==> config.mk <==
export PLATFORM = sky130hd
export DESIGN_NAME = assert_ctl_hub
export DESIGN_NICKNAME = d
export VERILOG_FILES = /design/src/rtl/assert_ctl_hub.sv
export SDC_FILE = /design/constraint.sdc
export NUM_CORES = 1
export LEC_CHECK = 0
export CORE_MARGIN = 2
export CORE_UTILIZATION = 25
export DETAILED_ROUTE_END_ITERATION = 12
export GPL_TIMING_DRIVEN = 1
export HOLD_SLACK_MARGIN = 0.03
export PLACE_DENSITY = 0.44
export SYNTH_ARGS = -nofsm -noshare
export SYNTH_HDL_FRONTEND = slang
export SYNTH_SLANG_ARGS = --single-unit
==> constraint.sdc <==
create_clock -name clk -period 2.4 [get_ports clk]
set_input_delay 0.24 -clock clk [delete_from_list [all_inputs] [get_ports clk]]
set_output_delay 0.24 -clock clk [all_outputs]
set_load 0.05 [all_outputs]
==> src/rtl/assert_ctl_hub.sv <==
// assert_ctl_hub: runtime assertion-control hub.
// Gates per-channel check results with on/off/kill/lock state, then produces
// registered failure pulses, saturating failure counters and a first-failure record.
module assert_ctl_hub #(
  parameter int unsigned        NUM_CH   = 4,
  parameter int unsigned        CNT_W    = 8,
  parameter logic [NUM_CH-1:0]  EN_RESET = '1,
  localparam int unsigned       CH_W     = (NUM_CH > 1) ? $clog2(NUM_CH) : 1
) (
  input  logic                    clk,
  input  logic                    rst_n,
  input  logic                    ctl_valid,
  output logic                    ctl_ready,
  input  logic [2:0]              ctl_op,
  input  logic [NUM_CH-1:0]       ctl_mask,
  input  logic [NUM_CH-1:0]       chk_valid,
  input  logic [NUM_CH-1:0]       chk_pass,
  output logic [NUM_CH-1:0]       fail_pulse,
  output logic [NUM_CH*CNT_W-1:0] fail_cnt,
  output logic [NUM_CH-1:0]       enabled,
  output logic [NUM_CH-1:0]       locked,
  output logic                    first_fail_vld,
  output logic [CH_W-1:0]         first_fail_ch
);

  typedef enum logic [2:0] {
    OP_NOP    = 3'd0,
    OP_ON     = 3'd1,
    OP_OFF    = 3'd2,
    OP_KILL   = 3'd3,
    OP_LOCK   = 3'd4,
    OP_UNLOCK = 3'd5,
    OP_CLEAR  = 3'd6,
    OP_RSVD   = 3'd7
  } op_e;

  typedef enum logic {IDLE, SWEEP} state_e;

  state_e                       state_q, state_d;
  logic                         ready_q, ready_d;
  logic [CH_W-1:0]              sweep_idx_q, sweep_idx_d;
  logic [NUM_CH-1:0]            sweep_mask_q, sweep_mask_d;
  logic [NUM_CH-1:0]            enabled_q, enabled_d;
  logic [NUM_CH-1:0]            locked_q, locked_d;
  logic [NUM_CH-1:0]            s1_q, s1_d;
  logic [NUM_CH-1:0]            fail_pulse_q, fail_pulse_d;
  logic [CNT_W-1:0]             cnt_q [NUM_CH];
  logic [CNT_W-1:0]             cnt_d [NUM_CH];
  logic                         ff_vld_q, ff_vld_d;
  logic [CH_W-1:0]              ff_ch_q, ff_ch_d;

  op_e                          op;
  logic [NUM_CH-1:0]            free_m;
  logic [NUM_CH-1:0]            kill_m;
  logic [NUM_CH-1:0]            fire;
  logic [NUM_CH-1:0]            sweep_clr;
  logic [CNT_W-1:0]             base;
  logic [CH_W-1:0]              low_ch;
  logic                         low_found;

  // Control decode, enable/lock update, check pipeline and first-failure record
  always_comb begin
    op        = (ctl_valid && ready_q) ? op_e'(ctl_op) : OP_NOP;
    free_m    = ctl_mask & ~locked_q;
    kill_m    = (op == OP_KILL) ? free_m : '0;
    // KILL squashes both the in-flight stage and checks sampled on the same edge
    fire      = s1_q & ~kill_m;
    s1_d      = chk_valid & ~chk_pass & enabled_q & ~kill_m;
    fail_pulse_d = fire;

    enabled_d = enabled_q;
    locked_d  = locked_q;
    case (op)
      OP_ON:          enabled_d = enabled_q | free_m;
      OP_OFF, OP_KILL: enabled_d = enabled_q & ~free_m;
      OP_LOCK:        locked_d  = locked_q | ctl_mask;
      OP_UNLOCK:      locked_d  = locked_q & ~ctl_mask;
      default:        ;
    endcase

    low_ch    = '0;
    low_found = 1'b0;
    for (int unsigned i = 0; i < NUM_CH; i++) begin
      if (fire[i] && !low_found) begin
        low_ch    = CH_W'(i);
        low_found = 1'b1;
      end
    end

    ff_vld_d = ff_vld_q;
    ff_ch_d  = ff_ch_q;
    // A failure reporting on the CLEAR edge is recorded rather than lost
    if (low_found && (!ff_vld_q || op == OP_CLEAR)) begin
      ff_vld_d = 1'b1;
      ff_ch_d  = low_ch;
    end else if (op == OP_CLEAR) begin
      ff_vld_d = 1'b0;
      ff_ch_d  = '0;
    end
  end

  // Counter update: sweep-clear first, then saturating increment on the same edge
  always_comb begin
    sweep_clr = '0;
    base      = '0;
    for (int unsigned i = 0; i < NUM_CH; i++) begin
      sweep_clr[i] = (state_q == SWEEP) && sweep_mask_q[i] && (sweep_idx_q == CH_W'(i));
      base         = sweep_clr[i] ? '0 : cnt_q[i];
      cnt_d[i]     = (fire[i] && (base != '1)) ? base + CNT_W'(1) : base;
    end
  end

  // CLEAR sweep sequencing: one channel per edge, control port held off meanwhile
  always_comb begin
    state_d      = state_q;
    sweep_idx_d  = sweep_idx_q;
    sweep_mask_d = sweep_mask_q;
    case (state_q)
      IDLE: begin
        if (op == OP_CLEAR) begin
          state_d      = SWEEP;
          sweep_idx_d  = '0;
          sweep_mask_d = ctl_mask;
        end
      end
      SWEEP: begin
        if (sweep_idx_q == CH_W'(NUM_CH - 1)) begin
          state_d     = IDLE;
          sweep_idx_d = '0;
        end else begin
          sweep_idx_d = sweep_idx_q + CH_W'(1);
        end
      end
      default: state_d = IDLE;
    endcase
    ready_d = (state_d == IDLE);
  end

  // State registers
  always_ff @(posedge clk or negedge rst_n) begin
    if (!rst_n) begin
      state_q      <= IDLE;
      ready_q      <= 1'b1;
      sweep_idx_q  <= '0;
      sweep_mask_q <= '0;
      enabled_q    <= EN_RESET;
      locked_q     <= '0;
      s1_q         <= '0;
      fail_pulse_q <= '0;
      ff_vld_q     <= 1'b0;
      ff_ch_q      <= '0;
      for (int unsigned i = 0; i < NUM_CH; i++) cnt_q[i] <= '0;
    end else begin
      state_q      <= state_d;
      ready_q      <= ready_d;
      sweep_idx_q  <= sweep_idx_d;
      sweep_mask_q <= sweep_mask_d;
      enabled_q    <= enabled_d;
      locked_q     <= locked_d;
      s1_q         <= s1_d;
      fail_pulse_q <= fail_pulse_d;
      ff_vld_q     <= ff_vld_d;
      ff_ch_q      <= ff_ch_d;
      for (int unsigned i = 0; i < NUM_CH; i++) cnt_q[i] <= cnt_d[i];
    end
  end

  // Output packing
  always_comb begin
    fail_cnt = '0;
    for (int unsigned i = 0; i < NUM_CH; i++) fail_cnt[i*CNT_W +: CNT_W] = cnt_q[i];
  end

  assign ctl_ready      = ready_q;
  assign fail_pulse     = fail_pulse_q;
  assign enabled        = enabled_q;
  assign locked         = locked_q;
  assign first_fail_vld = ff_vld_q;
  assign first_fail_ch  = ff_ch_q;

endmodule

==> run metrics, run 1 <==
Final GP Congestion 0.742; Residual DRC 0; count of endpoints failing setup in the final report 0; count of maximum capacitance violations 0; H-Tree Depth 3; most frequent standard cell in the layout excluding fill and tap cells sky130_fd_sc_hd__clkdlybuf4s50_1; CTS clock-pin slew for the worst setup and hold paths 0.05 ns; library cells used by synthesis 49; clock latency reported for the late side of the worst-skew pair 0.32 ns; cells after synthesis 294; placed wire-length estimate 5520 um; CTS tree done; number of DRC violations after detailed-routing iteration 0 110; commonest cells after routing, fill and taps aside sky130_fd_sc_hd__clkdlybuf4s50_1, sky130_fd_sc_hd__dfrtp_1, sky130_fd_sc_hd__nand2_1; number of filler instances in the final layout 1221; maximum fanout encountered on the critical timing path 6; Achievable Freq 0.437 GHz; most frequently used flop master after synthesis sky130_fd_sc_hd__dfrtp_1; run status finished, final reports clean; worst vdd rail ir drop 610 uV; net count after synthesis 320; Max Transition Viols Final 0; via total after detailed routing 2468; post-synthesis xor/xnor area fraction 3.42%; hold_sp chk_valid[0]; mux cell area share after synthesis 7.12%; non-filler instance count after layout 529; row count 40; crit path kind reg2reg; Die Y 115 um; Synth Register Bits 59; floorplan die area 13200 um2; flop2flop setup slack 0.11 ns; ant diodes 0; dominant combinational cell family by area after synthesis simple AND/OR/NAND/NOR gates; placeable core region 12000 um2; CTS Root Cell sky130_fd_sc_hd__clkbuf_16; Worst R2R Start sweep_idx_q[0]; average vias per placed instance 4.67; critical path endpoint category register; combined global-route utilization of all metal layers 12.4%; global-route wire length before repair 12700 um; slew margin rel. 66.3%; PortBufs 65; final WL 7660 um; first-pass iteration count of the detailed router 4; clock sink count 59; signed area change from the synthesized netlist to the final layout 40.4%; reg2reg path depth 9; number of nets with antenna violations after routing 0; Period Utilization, post-route 95.2%; total of warnings raised by yosys 0; syn avg cell area 10.5 um2; number of top-level design ports 66; maximum number of pins on one net before global-route repair 60; TritonCTS buffer count 9; arrival time worst endpoint 2.53 ns; share of cells above drive strength 1 17.8%; total congestion overflow after global routing 0; final critical path time including I/O delays and setup 2.29 ns; Post-Synth Simple-Gate Area 25.3%; power density over the cells 1440 nW/um2; clock tree skew after final layout 0.00684 ns; cell area after technology mapping 3080 um2; fraction of the mapped netlist area in compound gates 9.89%; Routed wire per std cell 14.5 um; overall power after layout 6.24 mW; starting density of the core 25.6%; share of flip-flops with an asynchronous set or reset after synthesis 100%; hold crit path type in2reg; Core Util, Final 35.9%; adder and majority cell fraction of the synthesized area 3.25%; hold violation total from the final report 0; smallest setup slack after layout 0.114 ns; worst hold slack across all endpoints 0.450 ns; via count of the first global-routing pass 2512; leakage component of the power 1.79 nW; Tightest Pin Transition 0.505 ns; initial antenna violation count 0; Worst Hold Endpoint s1_q[0]; number of stages on the worst hold path 3; Inst Count DP 511; element type at the critical path start register; CP required 2.65 ns; Horiz. Die Dim 115 um; post-placement setup slack -0.00132 ns; Post-synth EDFFs 0; Clock Path Buffers 2; reg-to-reg critical path endpoint fail_cnt[3]; share of synthesized area occupied by flip-flops and latches 48.2%; number of nets in the final layout 403
[worst max-delay path by stage]
stage | slack (ns) | cells after the start | from | end
final | 0.11 | 9 | sweep_idx_q[0] | fail_cnt[3]
after floorplan | 0.04 | 10 | sweep_idx_q[0] | fail_cnt[17]
after global placement | 0.09 | 9 | sweep_idx_q[0] | fail_cnt[5]
after CTS | 0.03 | 9 | sweep_idx_q[0] | fail_cnt[3]
after global routing | -0.01 | 9 | sweep_idx_q[0] | fail_cnt[5]
after detailed placement | -0.001 | 9 | sweep_idx_q[0] | fail_cnt[5]
[synthesized netlist by cell type (2+ instances only)]
master,count,area (um2)
sky130_fd_sc_hd__and3_1,4,25.0
sky130_fd_sc_hd__or4_1,7,52.6
sky130_fd_sc_hd__xnor2_1,6,52.6
sky130_fd_sc_hd__nand2_1,29,109
sky130_fd_sc_hd__a31oi_1,5,31.3
sky130_fd_sc_hd__mux2_2,11,124
sky130_fd_sc_hd__dfrtp_1,54,1350
sky130_fd_sc_hd__nor4_1,3,18.8
sky130_fd_sc_hd__nor4b_1,2,17.5
sky130_fd_sc_hd__nand3_1,20,100
sky130_fd_sc_hd__o31ai_4,3,63.8
sky130_fd_sc_hd__a21oi_1,12,60.1
sky130_fd_sc_hd__dfstp_2,5,131
sky130_fd_sc_hd__xor2_1,6,52.6
sky130_fd_sc_hd__buf_4,3,22.5
sky130_fd_sc_hd__nand4_1,8,50.1
sky130_fd_sc_hd__mux2i_1,8,80.1
sky130_fd_sc_hd__ha_1,8,100
sky130_fd_sc_hd__inv_1,9,33.8
sky130_fd_sc_hd__nor2_1,15,56.3
sky130_fd_sc_hd__o31ai_1,4,30.0
sky130_fd_sc_hd__or2_2,2,12.5
sky130_fd_sc_hd__o41ai_1,3,26.3
sky130_fd_sc_hd__and4_1,4,35.0
sky130_fd_sc_hd__nor3b_1,5,37.5
sky130_fd_sc_hd__nand2b_1,12,75.1
sky130_fd_sc_hd__o21ai_0,3,15.0
sky130_fd_sc_hd__clkbuf_1,4,15.0
sky130_fd_sc_hd__nor3_1,7,35.0
sky130_fd_sc_hd__and2_1,12,75.1
sky130_fd_sc_hd__a21boi_0,2,15.0
[per-stage QoR]
stage | setup TNS [ns] | area [um2]
detailed placement | -0.00179 | 3970
finish | 0 | 4320
CTS | 0 | 4280
global placement | 0 | 3970
floorplan | 0 | 3080
global route | -0.0155 | 4320
[worst max-delay path, stage by stage, from the launching register on]
cell and delay (ns):
sky130_fd_sc_hd__dfrtp_1 0.43, sky130_fd_sc_hd__inv_2 0.08, sky130_fd_sc_hd__ha_1 0.18, sky130_fd_sc_hd__nand3_2 0.12, sky130_fd_sc_hd__and2_4 0.19, sky130_fd_sc_hd__ha_1 0.20
sky130_fd_sc_hd__and2_1 0.18, sky130_fd_sc_hd__and4_4 0.22, sky130_fd_sc_hd__or4_1 0.46, sky130_fd_sc_hd__a21oi_1 0.15
[report_power, final]
group | switching (mW) | total, mW | internal [mW]
clock | 0.440 | 1.27 | 0.825
combinational | 1.93 | 3.07 | 1.14
sequential | 0.460 | 1.90 | 1.45
total | 2.83 | 6.24 | 3.41
[logic make-up after synthesis]
family / after synthesis
mux: 20
simple gates: 137
fa+ha+maj: 8
compound gates: 39
xor+xnor: 12
flops: 59
buf+inv: 19
[repair_timing]
item,4_1_cts,5_1_grt
resized for setup,1,9
pin swaps,0,0
hold endpoints to repair,54,0
buffers inserted,0,1
endpoints found under the setup margin,2,15
hold buffers,1,0
[layer usage]
layer  vias up  global-route usage [%]  share of wire (%)
met4         0                    5.14                1.7
li1       1228                       -                  -
met2        45                    19.3                 47
met3         9                    3.06                3.9
met5         -                       0                  0
met1      1186                    16.4                 48
[cell type report]
class                   instances  area (um2)  area share, %
repair buffers                 80         773           17.9
clock buffers                  11         243           5.62
multi-input cells             216        1540           35.6
clock inverters                 5        52.6           1.22
inverters                      11        43.8           1.01
well taps                     147         184           4.26
flip-flops and latches         59        1480           34.3
No activity file was read; power rests on OpenSTA's default activity.
==> inputs of run 2 (changes only) <==
--- a/config.mk
+++ b/config.mk
@@ -14,3 +14,4 @@
 export SYNTH_ARGS = -nofsm -noshare
 export SYNTH_HDL_FRONTEND = slang
 export SYNTH_SLANG_ARGS = --single-unit
+export TNS_END_PERCENT = 10
==> run metrics, run 2 (synthesized netlist as in run 1, its figures left out) <==
Worst Hold Endpoint s1_q[0]; clock sink count 59; arrival time worst endpoint 2.63 ns; overall power after layout 6.22 mW; final critical path time including I/O delays and setup 2.38 ns; Worst R2R Start sweep_idx_q[0]; number of filler instances in the final layout 1224; count of maximum capacitance violations 0; number of DRC violations after detailed-routing iteration 0 113; Horiz. Die Dim 115 um; number of stages on the worst hold path 3; signed area change from the synthesized netlist to the final layout 39.8%; smallest setup slack after layout 0.0159 ns; hold violation total from the final report 0; worst vdd rail ir drop 610 uV; most frequent standard cell in the layout excluding fill and tap cells sky130_fd_sc_hd__clkdlybuf4s50_1; TritonCTS buffer count 9; Tightest Pin Transition 0.505 ns; ant diodes 0; fin area 4300 um2; maximum fanout encountered on the critical timing path 6; instance area after placement 3970 um2; hold_sp chk_valid[0]; slew margin rel. 66.3%; maximum number of pins on one net before global-route repair 60; Inst Count DP 511; Max Transition Viols Final 0; placeable core region 12000 um2; hold crit path type in2reg; number of nets with antenna violations after routing 0; Residual DRC 0; aggregate negative setup slack 0 ns; combined global-route utilization of all metal layers 12.4%; commonest cells after routing, fill and taps aside sky130_fd_sc_hd__clkdlybuf4s50_1, sky130_fd_sc_hd__dfrtp_1, sky130_fd_sc_hd__nand2_1; share of cells above drive strength 1 16.3%; CTS tree done; first-pass iteration count of the detailed router 4; Clock Path Buffers 2; number of setup buffers added after CTS 0; non-filler instance count after layout 528; number of top-level design ports 66; via total after detailed routing 2480; starting density of the core 25.6%; Achievable Freq 0.419 GHz; leakage component of the power 1.78 nW; floorplan die area 13200 um2; global-route wire length before repair 12700 um; flop2flop setup slack 0.02 ns; Final GP Congestion 0.742; clock latency reported for the late side of the worst-skew pair 0.32 ns; Period Utilization, post-route 99.3%; via count of the first global-routing pass 2512; CP required 2.65 ns; initial antenna violation count 0; post-placement setup slack -0.00132 ns; CTS Root Cell sky130_fd_sc_hd__clkbuf_16; total congestion overflow after global routing 0; RSZ-0062 raised after global routing yes; row count 40; placed wire-length estimate 5520 um; crit path kind reg2reg; critical path endpoint category register; count of endpoints failing setup in the final report 0; element type at the critical path start register; run status finished, final reports clean; Routed wire per std cell 14.4 um; final WL 7610 um; reg2reg path depth 9; number of nets in the final layout 402; average vias per placed instance 4.70; reg-to-reg critical path endpoint fail_cnt[3]; CTS clock-pin slew for the worst setup and hold paths 0.05 ns; PortBufs 65; power density over the cells 1450 nW/um2; H-Tree Depth 3; Die Y 115 um; clock tree skew after final layout 0.00641 ns
## run 2: cell count changes in the layout (fill, tap and decap cells not counted), sizes merged
cell,before,now
buf,15,14
## run 2: area by class of cell
type	count	area, um2	area share (%)
repair buffers	79	766	17.8
well taps	147	184	4.28
multi-input cells	216	1530	35.5
flip-flops and latches	59	1480	34.5
clock buffers	11	243	5.65
inverters	11	43.8	1.02
clock inverters	5	52.6	1.22
## run 2: worst max path at each step
stage	from	to	slack, ns	cells after the start
floorplan	sweep_idx_q[0]	fail_cnt[17]	0.04	10
global placement	sweep_idx_q[0]	fail_cnt[5]	0.09	9
detailed placement	sweep_idx_q[0]	fail_cnt[5]	-0.001	9
CTS	sweep_idx_q[0]	fail_cnt[3]	0.03	9
global route	sweep_idx_q[0]	fail_cnt[5]	-0.14	9
finish	sweep_idx_q[0]	fail_cnt[3]	0.02	9
## run 2: worst max-delay path, stage by stage, from the launching register on
cell,delay (ns)
sky130_fd_sc_hd__dfrtp_1,0.42
sky130_fd_sc_hd__inv_1,0.10
sky130_fd_sc_hd__ha_1,0.18
sky130_fd_sc_hd__nand3_2,0.13
sky130_fd_sc_hd__and2_1,0.20
sky130_fd_sc_hd__ha_1,0.21
sky130_fd_sc_hd__and2_1,0.17
sky130_fd_sc_hd__and4_1,0.27
sky130_fd_sc_hd__or4_1,0.48
sky130_fd_sc_hd__a21oi_1,0.15
## run 2: repair_timing
item	CTS	global route
gates resized for setup	1	3
hold endpoints to repair	54	0
hold buffers	1	0
endpoints found under the setup margin	2	15
## run 2: through the flow
stage	utilization, %	hold slack [ns]
final	35.8	0.450
after global routing	35.8	0.445
after CTS	35.7	0.437
after detailed placement	33.1	0.283
after global placement	33.1	0.281
after floorplan	-	-0.0556
## run 2: where the power goes
group          internal, mW  switching [mW]  leakage [nW]
clock network         0.826           0.444         0.145
logic                  1.12            1.92         0.914
registers              1.45           0.458         0.718
## run 2: layer usage
metal	vias up	track usage [%]	share of wire, %
met4	0	5.14	1.7
met1	1196	16.4	48
met2	48	19.3	47
li1	1227	-	-
met3	9	3.06	4.0
met5	-	0	0
